--- src/rtl/cr_kme_fifo_pstall.sv ---
// ---------------------------------------------------------------------------
// cr_kme_fifo_pstall
//   First-word-fall-through FIFO with a programmable upstream stall level,
//   overflow/underflow error pulses and an optional high-water mark.
//
//   Optional feature macro: CR_KME_FIFO_HWM_EN
//     defined   -> hwm tracks the peak occupancy; hwm_clr reloads it
//     undefined -> hwm is tied to 0 and hwm_clr is ignored (no hwm flops)
//
// Parameters
//   DATA_WIDTH      entry width in bits (1..512)
//   DEPTH           entry count, power of two (2..1024)
//   STALL_THRESHOLD free-slot level at or below which fifo_in_stall asserts
//
// Ports
//   clk                     sole clock, rising edge
//   rst                     synchronous active-high reset, beats everything
//   clear                   synchronous flush of pointers and count
//   fifo_in / fifo_in_valid write data and write request
//   fifo_in_stall_override  forces fifo_in_stall high
//   fifo_out_ack            read acknowledge (pop when fifo_out_valid)
//   hwm_clr                 reloads hwm with the next occupancy
//   fifo_in_stall           upstream hold-off, from the registered count only
//   fifo_out / _valid       head entry, no read latency
//   used_slots / free_slots occupancy and DEPTH - occupancy
//   fifo_overflow           one-cycle pulse after a push into a full FIFO
//   fifo_underflow          one-cycle pulse after an ack on an empty FIFO
//   hwm                     peak occupancy
// ---------------------------------------------------------------------------
module cr_kme_fifo_pstall #(
    parameter int unsigned DATA_WIDTH      = 132,
    parameter int unsigned DEPTH           = 16,
    parameter int unsigned STALL_THRESHOLD = 0
) (
    input  logic                      clk,
    input  logic                      rst,
    input  logic                      clear,
    input  logic [DATA_WIDTH-1:0]     fifo_in,
    input  logic                      fifo_in_valid,
    input  logic                      fifo_in_stall_override,
    input  logic                      fifo_out_ack,
    input  logic                      hwm_clr,
    output logic                      fifo_in_stall,
    output logic [DATA_WIDTH-1:0]     fifo_out,
    output logic                      fifo_out_valid,
    output logic [$clog2(DEPTH):0]    used_slots,
    output logic [$clog2(DEPTH):0]    free_slots,
    output logic                      fifo_overflow,
    output logic                      fifo_underflow,
    output logic [$clog2(DEPTH):0]    hwm
);

    localparam int unsigned AW = $clog2(DEPTH);
    localparam int unsigned CW = AW + 1;

    logic [DATA_WIDTH-1:0] r_mem [DEPTH];
    logic [AW-1:0]         r_rptr;
    logic [AW-1:0]         r_wptr;
    logic [CW-1:0]         r_used;
    logic                  r_ovf;
    logic                  r_unf;

    logic                  w_full;
    logic                  w_empty;
    logic                  w_push;
    logic                  w_pop;
    logic [CW-1:0]         w_used_nxt;

    assign w_full  = (r_used == CW'(DEPTH));
    assign w_empty = (r_used == '0);

    // Fullness is judged on the count at the start of the cycle, so a push
    // into a full FIFO is dropped even when a pop happens in the same cycle.
    assign w_push = fifo_in_valid & ~w_full;
    assign w_pop  = fifo_out_ack  & ~w_empty;

    always_comb begin
        w_used_nxt = r_used;
        if (clear) begin
            w_used_nxt = '0;
        end else begin
            w_used_nxt = r_used + CW'(w_push) - CW'(w_pop);
        end
    end

    always_ff @(posedge clk) begin
        if (rst) begin
            r_rptr <= '0;
            r_wptr <= '0;
            r_used <= '0;
            r_ovf  <= 1'b0;
            r_unf  <= 1'b0;
        end else if (clear) begin
            r_rptr <= '0;
            r_wptr <= '0;
            r_used <= '0;
            r_ovf  <= 1'b0;
            r_unf  <= 1'b0;
        end else begin
            if (w_push) begin
                r_wptr <= r_wptr + AW'(1);
            end
            if (w_pop) begin
                r_rptr <= r_rptr + AW'(1);
            end
            r_used <= w_used_nxt;
            r_ovf  <= fifo_in_valid & w_full;
            r_unf  <= fifo_out_ack & w_empty;
        end
    end

    // Storage is never reset or zeroed; the pointers alone define validity.
    always_ff @(posedge clk) begin
        if (w_push) begin
            r_mem[r_wptr] <= fifo_in;
        end
    end

    assign fifo_out       = r_mem[r_rptr];
    assign fifo_out_valid = ~w_empty;
    assign used_slots     = r_used;
    assign free_slots     = CW'(DEPTH) - r_used;
    assign fifo_overflow  = r_ovf;
    assign fifo_underflow = r_unf;
    assign fifo_in_stall  = fifo_in_stall_override |
                            (free_slots <= CW'(STALL_THRESHOLD));

`ifdef CR_KME_FIFO_HWM_EN
    logic [CW-1:0] r_hwm;

    // Tracks the post-update occupancy; a clear drives that to 0, which
    // leaves the peak untouched unless hwm_clr is also asserted.
    always_ff @(posedge clk) begin
        if (rst) begin
            r_hwm <= '0;
        end else if (hwm_clr) begin
            r_hwm <= w_used_nxt;
        end else if (w_used_nxt > r_hwm) begin
            r_hwm <= w_used_nxt;
        end
    end

    assign hwm = r_hwm;
`else
    logic w_unused_hwm_clr;

    assign w_unused_hwm_clr = hwm_clr;
    assign hwm              = '0;
`endif

endmodule

--- config.mk ---
export PLATFORM = sky130hd
export DESIGN_NAME = cr_kme_fifo_pstall
export DESIGN_NICKNAME = d
export VERILOG_FILES = /design/src/rtl/cr_kme_fifo_pstall.sv
export SDC_FILE = /design/constraint.sdc
export NUM_CORES = 1
export LEC_CHECK = 0
export ABC_AREA = 1
export CORE_MARGIN = 2
export CORE_UTILIZATION = 40
export CTS_CLUSTER_SIZE = 20
export DETAILED_ROUTE_END_ITERATION = 6
export PLACE_DENSITY = 0.53
export SYNTH_ARGS = -nofsm -noshare
export SYNTH_HDL_FRONTEND = slang
export SYNTH_SLANG_ARGS = --single-unit
--- constraint.sdc ---
create_clock -name clk -period 14.5 [get_ports clk]
set_input_delay 2.175 -clock clk [delete_from_list [all_inputs] [get_ports clk]]
set_output_delay 2.175 -clock clk [all_outputs]
set_load 0.01 [all_outputs]
==> metrics.txt <==
# TYPE chip_impl_metric gauge
chip_impl_info{name="run_status",value="complete, no violations"} 1
chip_impl_metric{name="mean_syn_cell_area",unit="um^2"} 11.20
chip_impl_metric{name="ir_drop",unit="V"} 0.0001295
chip_impl_info{name="post_synth_main_area_contributors",value="sky130_fd_sc_hd__edfxtp_1 (72%), sky130_fd_sc_hd__nand2_1 (13%), sky130_fd_sc_hd__nand3_1 (8.6%), sky130_fd_sc_hd__inv_1 (3.2%), sky130_fd_sc_hd__buf_2 (1.4%)"} 1
chip_impl_metric{name="max_cap_violations",unit=""} 0
chip_impl_metric{name="wirelength_met1",unit="um"} 106900
chip_impl_metric{name="grt_max_degree",unit=""} 229
chip_impl_metric{name="hold_fails_final_rpt",unit=""} 0
chip_impl_metric{name="yosysSeqAreaShare",unit=""} 0.7240
chip_impl_metric{name="vias_per_cell",unit=""} 5.069
chip_impl_metric{name="power.density",unit="mW/mm^2"} 139.6
chip_impl_metric{name="detail_route.wirelength",unit="um"} 240200
chip_impl_metric{name="post_synth_instance_area",unit="mm^2"} 0.08813
chip_impl_metric{name="rr_worst_depth",unit=""} 10
chip_impl_metric{name="setup_viol",unit=""} 0
chip_impl_metric{name="detailedPlacementHpwl",unit="um"} 106900
chip_impl_metric{name="critical_path_rt",unit="ns"} 12.32
chip_impl_info{name="final_cell_mix",value="sky130_fd_sc_hd__nand2_1 (2935), sky130_fd_sc_hd__edfxtp_1 (2112), sky130_fd_sc_hd__nand3_1 (1514)"} 1
chip_impl_metric{name="crit_path_max_fanout",unit=""} 212
chip_impl_metric{name="boundaryPins",unit=""} 290
chip_impl_metric{name="design_power_total",unit="mW"} 13.98
chip_impl_metric{name="htree_levels",unit=""} 4
chip_impl_info{name="criticalPathCategory",value="reg2out"} 1
chip_impl_metric{name="ff2ff_setup_slack",unit="ns"} 9.41
chip_impl_info{name="tritoncts_clock_tree",value="yes"} 1
chip_impl_metric{name="timing.final.crit_share",unit=""} 0.5575
chip_impl_info{name="worstHoldPathType",value="reg2reg"} 1
chip_impl_metric{name="hold_depth",unit=""} 2
chip_impl_metric{name="placement.io_buffers",unit=""} 283
chip_impl_metric{name="fin_worst_hold_slack",unit="ns"} 0.4959
chip_impl_metric{name="clock_insertion_delay_worst_skew",unit="ns"} 0.88
chip_impl_metric{name="cts_post_setup_buffers_inserted",unit=""} 0
chip_impl_metric{name="vias",unit=""} 56224
chip_impl_info{name="reg2reg_to",value="r_mem[4][111]"} 1
chip_impl_metric{name="drt_drc_violations_left",unit=""} 0
chip_impl_info{name="top_signal_layer_used",value="met5"} 1
chip_impl_metric{name="multi_input_comb_area",unit="mm^2"} 0.01926
chip_impl_metric{name="worst_path_largest_cell_delay",unit="ns"} 0.87
chip_impl_metric{name="detailroute.wirelength.met2",unit="um"} 115000
chip_impl_info{name="timing.critical_path.to_type",value="output pin"} 1
chip_impl_metric{name="place.gp.congestion",unit=""} 0.7358
chip_impl_info{name="clock_tree.root_cell",value="sky130_fd_sc_hd__clkbuf_16"} 1
chip_impl_info{name="timing.critical_path.slowest_stage_cell",value="sky130_fd_sc_hd__dfxtp_4"} 1
chip_impl_metric{name="leakage",unit="nW"} 38.53
chip_impl_metric{name="nNetsFinal",unit=""} 8174
chip_impl_info{name="rsz_0062_raised_after_global_routing",value="no"} 1
chip_impl_metric{name="synth_top_area_frac",unit=""} 0.7197
chip_impl_metric{name="final.setup.tns",unit="ns"} 0
chip_impl_metric{name="tritoncts.num_buffers",unit=""} 222
chip_impl_info{name="hold-path-endpoint",value="r_rptr[3]"} 1
chip_impl_info{name="crit_family",value="buffers and inverters"} 1
chip_impl_metric{name="core-area",unit="mm^2"} 0.2193
chip_impl_metric{name="start_util",unit=""} 0.4019
chip_impl_metric{name="wl_met3",unit="um"} 13130
chip_impl_metric{name="clk_path_buf_depth",unit=""} 3
chip_impl_metric{name="timing.slew.headroom",unit=""} 0.1503
chip_impl_metric{name="routed_wire_length_per_instance",unit="um"} 21.65
chip_impl_metric{name="max_slew.worst_pin.slew",unit="ns"} 1.275
chip_impl_metric{name="grt_first_pass_wirelength",unit="um"} 354100
chip_impl_info{name="crit_path_start_kind",value="flip-flop"} 1
chip_impl_metric{name="numClockSinks",unit=""} 2131
chip_impl_info{name="cp_cell_sequence",value="buf_4, buf_12, buf_12, nand2_1, nand3_1, nand3_1, nand2_1, nand2_1, nand2_1, clkdlybuf4s50_1"} 1
chip_impl_metric{name="grt_usage",unit=""} 0.2115
chip_impl_metric{name="die_w",unit="um"} 473.4
chip_impl_info{name="critical_path.reg2reg.startpoint",value="used_slots[1]"} 1
chip_impl_metric{name="achievable-frequency",unit="MHz"} 123.7
chip_impl_metric{name="synth.ff_latch_count",unit=""} 2131
chip_impl_metric{name="postLayoutCoreUtil",unit=""} 0.4565
chip_impl_metric{name="synth_cells",unit=""} 7869
chip_impl_info{name="layout_commonest_cell",value="sky130_fd_sc_hd__nand2_1"} 1
chip_impl_metric{name="maxSlewViolCount",unit=""} 0
chip_impl_metric{name="row_count",unit=""} 172
chip_impl_metric{name="grt_residual_overflow",unit=""} 0
chip_impl_metric{name="cts_hold_buffers",unit=""} 0
chip_impl_metric{name="cp_num_buf_inv",unit=""} 4
chip_impl_metric{name="layout-drive-gt1-share",unit=""} 0.05007
chip_impl_metric{name="timing.clock.skew",unit="ns"} 0.04299
chip_impl_metric{name="synthToLayoutAreaGrowth",unit="%"} 13.60
chip_impl_metric{name="firstDrtPassIters",unit=""} 6
chip_impl_metric{name="post-route-worst-setup-slack",unit="ns"} 6.416
chip_impl_metric{name="post_cts.resized_instances",unit=""} 0
chip_impl_metric{name="die_area",unit="mm^2"} 0.2241
chip_impl_metric{name="floorplan.die.height",unit="um"} 473.4
chip_impl_info{name="crit_top_cell",value="sky130_fd_sc_hd__nand2_1"} 1
chip_impl_metric{name="yosys_warnings",unit=""} 0
chip_impl_metric{name="drt_iter0_drc",unit=""} 4462
chip_impl_metric{name="cp.arrival",unit="ns"} 5.91
chip_impl_metric{name="worst_slack_placed",unit="ns"} 7.459
chip_impl_info{name="synth.largest_area_cell",value="sky130_fd_sc_hd__edfxtp_1"} 1
chip_impl_metric{name="area.sequential",unit="mm^2"} 0.06382
chip_impl_info{name="min_from",value="r_rptr[3]"} 1
chip_impl_metric{name="fillers",unit=""} 20125
chip_impl_metric{name="post_synth_num_cell_types",unit=""} 23
chip_impl_metric{name="grt_pass1_vias",unit=""} 54102
chip_impl_metric{name="cts.clk_slew.worst_paths",unit="ns"} 0.06
chip_impl_metric{name="min_period",unit="ns"} 8.084
chip_impl_metric{name="ant_nets",unit=""} 0
chip_impl_metric{name="grt_antenna_before_repair",unit=""} 41
[area by class of cell]
class                   count  area share
clock buffers             290     0.05868
repair buffers            367     0.03647
flip-flops and latches   2131      0.6374
well taps                2871     0.03588
clock inverters           123     0.01009
inverters                 757     0.02877
diodes                     12   0.0002999
multi-input cells        4541      0.1924
[cell usage after synthesis]
library cell	n
sky130_fd_sc_hd__a21oi_1	8
sky130_fd_sc_hd__buf_1	32
sky130_fd_sc_hd__buf_2	238
sky130_fd_sc_hd__buf_4	62
sky130_fd_sc_hd__buf_6	21
sky130_fd_sc_hd__clkbuf_1	91
sky130_fd_sc_hd__clkinv_1	1
sky130_fd_sc_hd__conb_1	1
sky130_fd_sc_hd__dfxtp_1	19
sky130_fd_sc_hd__edfxtp_1	2112
sky130_fd_sc_hd__fa_1	1
sky130_fd_sc_hd__ha_1	14
sky130_fd_sc_hd__inv_1	754
sky130_fd_sc_hd__inv_2	1
sky130_fd_sc_hd__inv_4	1
sky130_fd_sc_hd__nand2_1	2935
sky130_fd_sc_hd__nand3_1	1514
sky130_fd_sc_hd__nor2_1	43
sky130_fd_sc_hd__nor3_1	3
sky130_fd_sc_hd__o21ai_0	3
sky130_fd_sc_hd__o21bai_1	2
sky130_fd_sc_hd__or2_2	11
sky130_fd_sc_hd__xor2_1	2
[state kept, by name (all words and copies together) (netlist names), named ones only]
name / cells
r_rptr: 4
r_mem: 2112
fifo_underflow: 1
r_wptr: 4
fifo_overflow: 1
used_slots: 5
[worst reg2reg max path, cell delays in order (launching register included)]
cell and delay (ns):
sky130_fd_sc_hd__dfxtp_1 0.41, sky130_fd_sc_hd__inv_1 0.11, sky130_fd_sc_hd__ha_1 0.24, sky130_fd_sc_hd__nand2_1 0.06, sky130_fd_sc_hd__inv_1 0.05, sky130_fd_sc_hd__ha_1 0.19
sky130_fd_sc_hd__nor2_1 0.52, sky130_fd_sc_hd__nand2_1 0.43, sky130_fd_sc_hd__nor2_4 0.92, sky130_fd_sc_hd__buf_4 0.76, sky130_fd_sc_hd__buf_4 0.93
[routing by layer]
layer / track usage / up-vias
met1: 0.2891 / 27741
met5: 0 / -
met2: 0.3507 / 1435
li1: - / 26668
met4: 0.05241 / 34
met3: 0.03606 / 346
[stage by stage]
step                cell area [um^2]  std cells
finish                        100100      11092
global placement               93200      10667
CTS                           100100      11080
floorplan                      88140       7873
detailed placement             93200      10667
global route                  100100      11088
[worst max path at each step]
stage	slack (ns)	depth (start not counted)	endpoint	from
after detailed placement	7.46	10	fifo_out[11]	flip-flop
after global routing	6.33	10	fifo_out[11]	flip-flop
after CTS	6.53	10	fifo_out[11]	flip-flop
final	6.42	10	fifo_out[127]	flip-flop
after floorplan	5.68	4	r_mem[11][0]	fifo_in_valid
after global placement	7.45	10	fifo_out[11]	flip-flop
[power by group]
| group | switching, mW | internal (mW) | leakage (nW) |
|---|---|---|---|
| clock network | 2.38 | 3.03 | 3.35 |
| logic | 1.11 | 0.563 | 16.0 |
| registers | 0.0292 | 6.87 | 19.2 |
| total | 3.51 | 10.5 | 38.5 |
[kinds of logic after synthesis]
kind of cell / synth area share
xor+xnor: 0.0001988
buf+inv: 0.05899
other cells: 0.00004255
fa+ha+maj: 0.002215
simple gates: 0.2138
compound gates: 0.0007950
flops: 0.7240
Note: power is estimated with default switching activity, not from simulation.
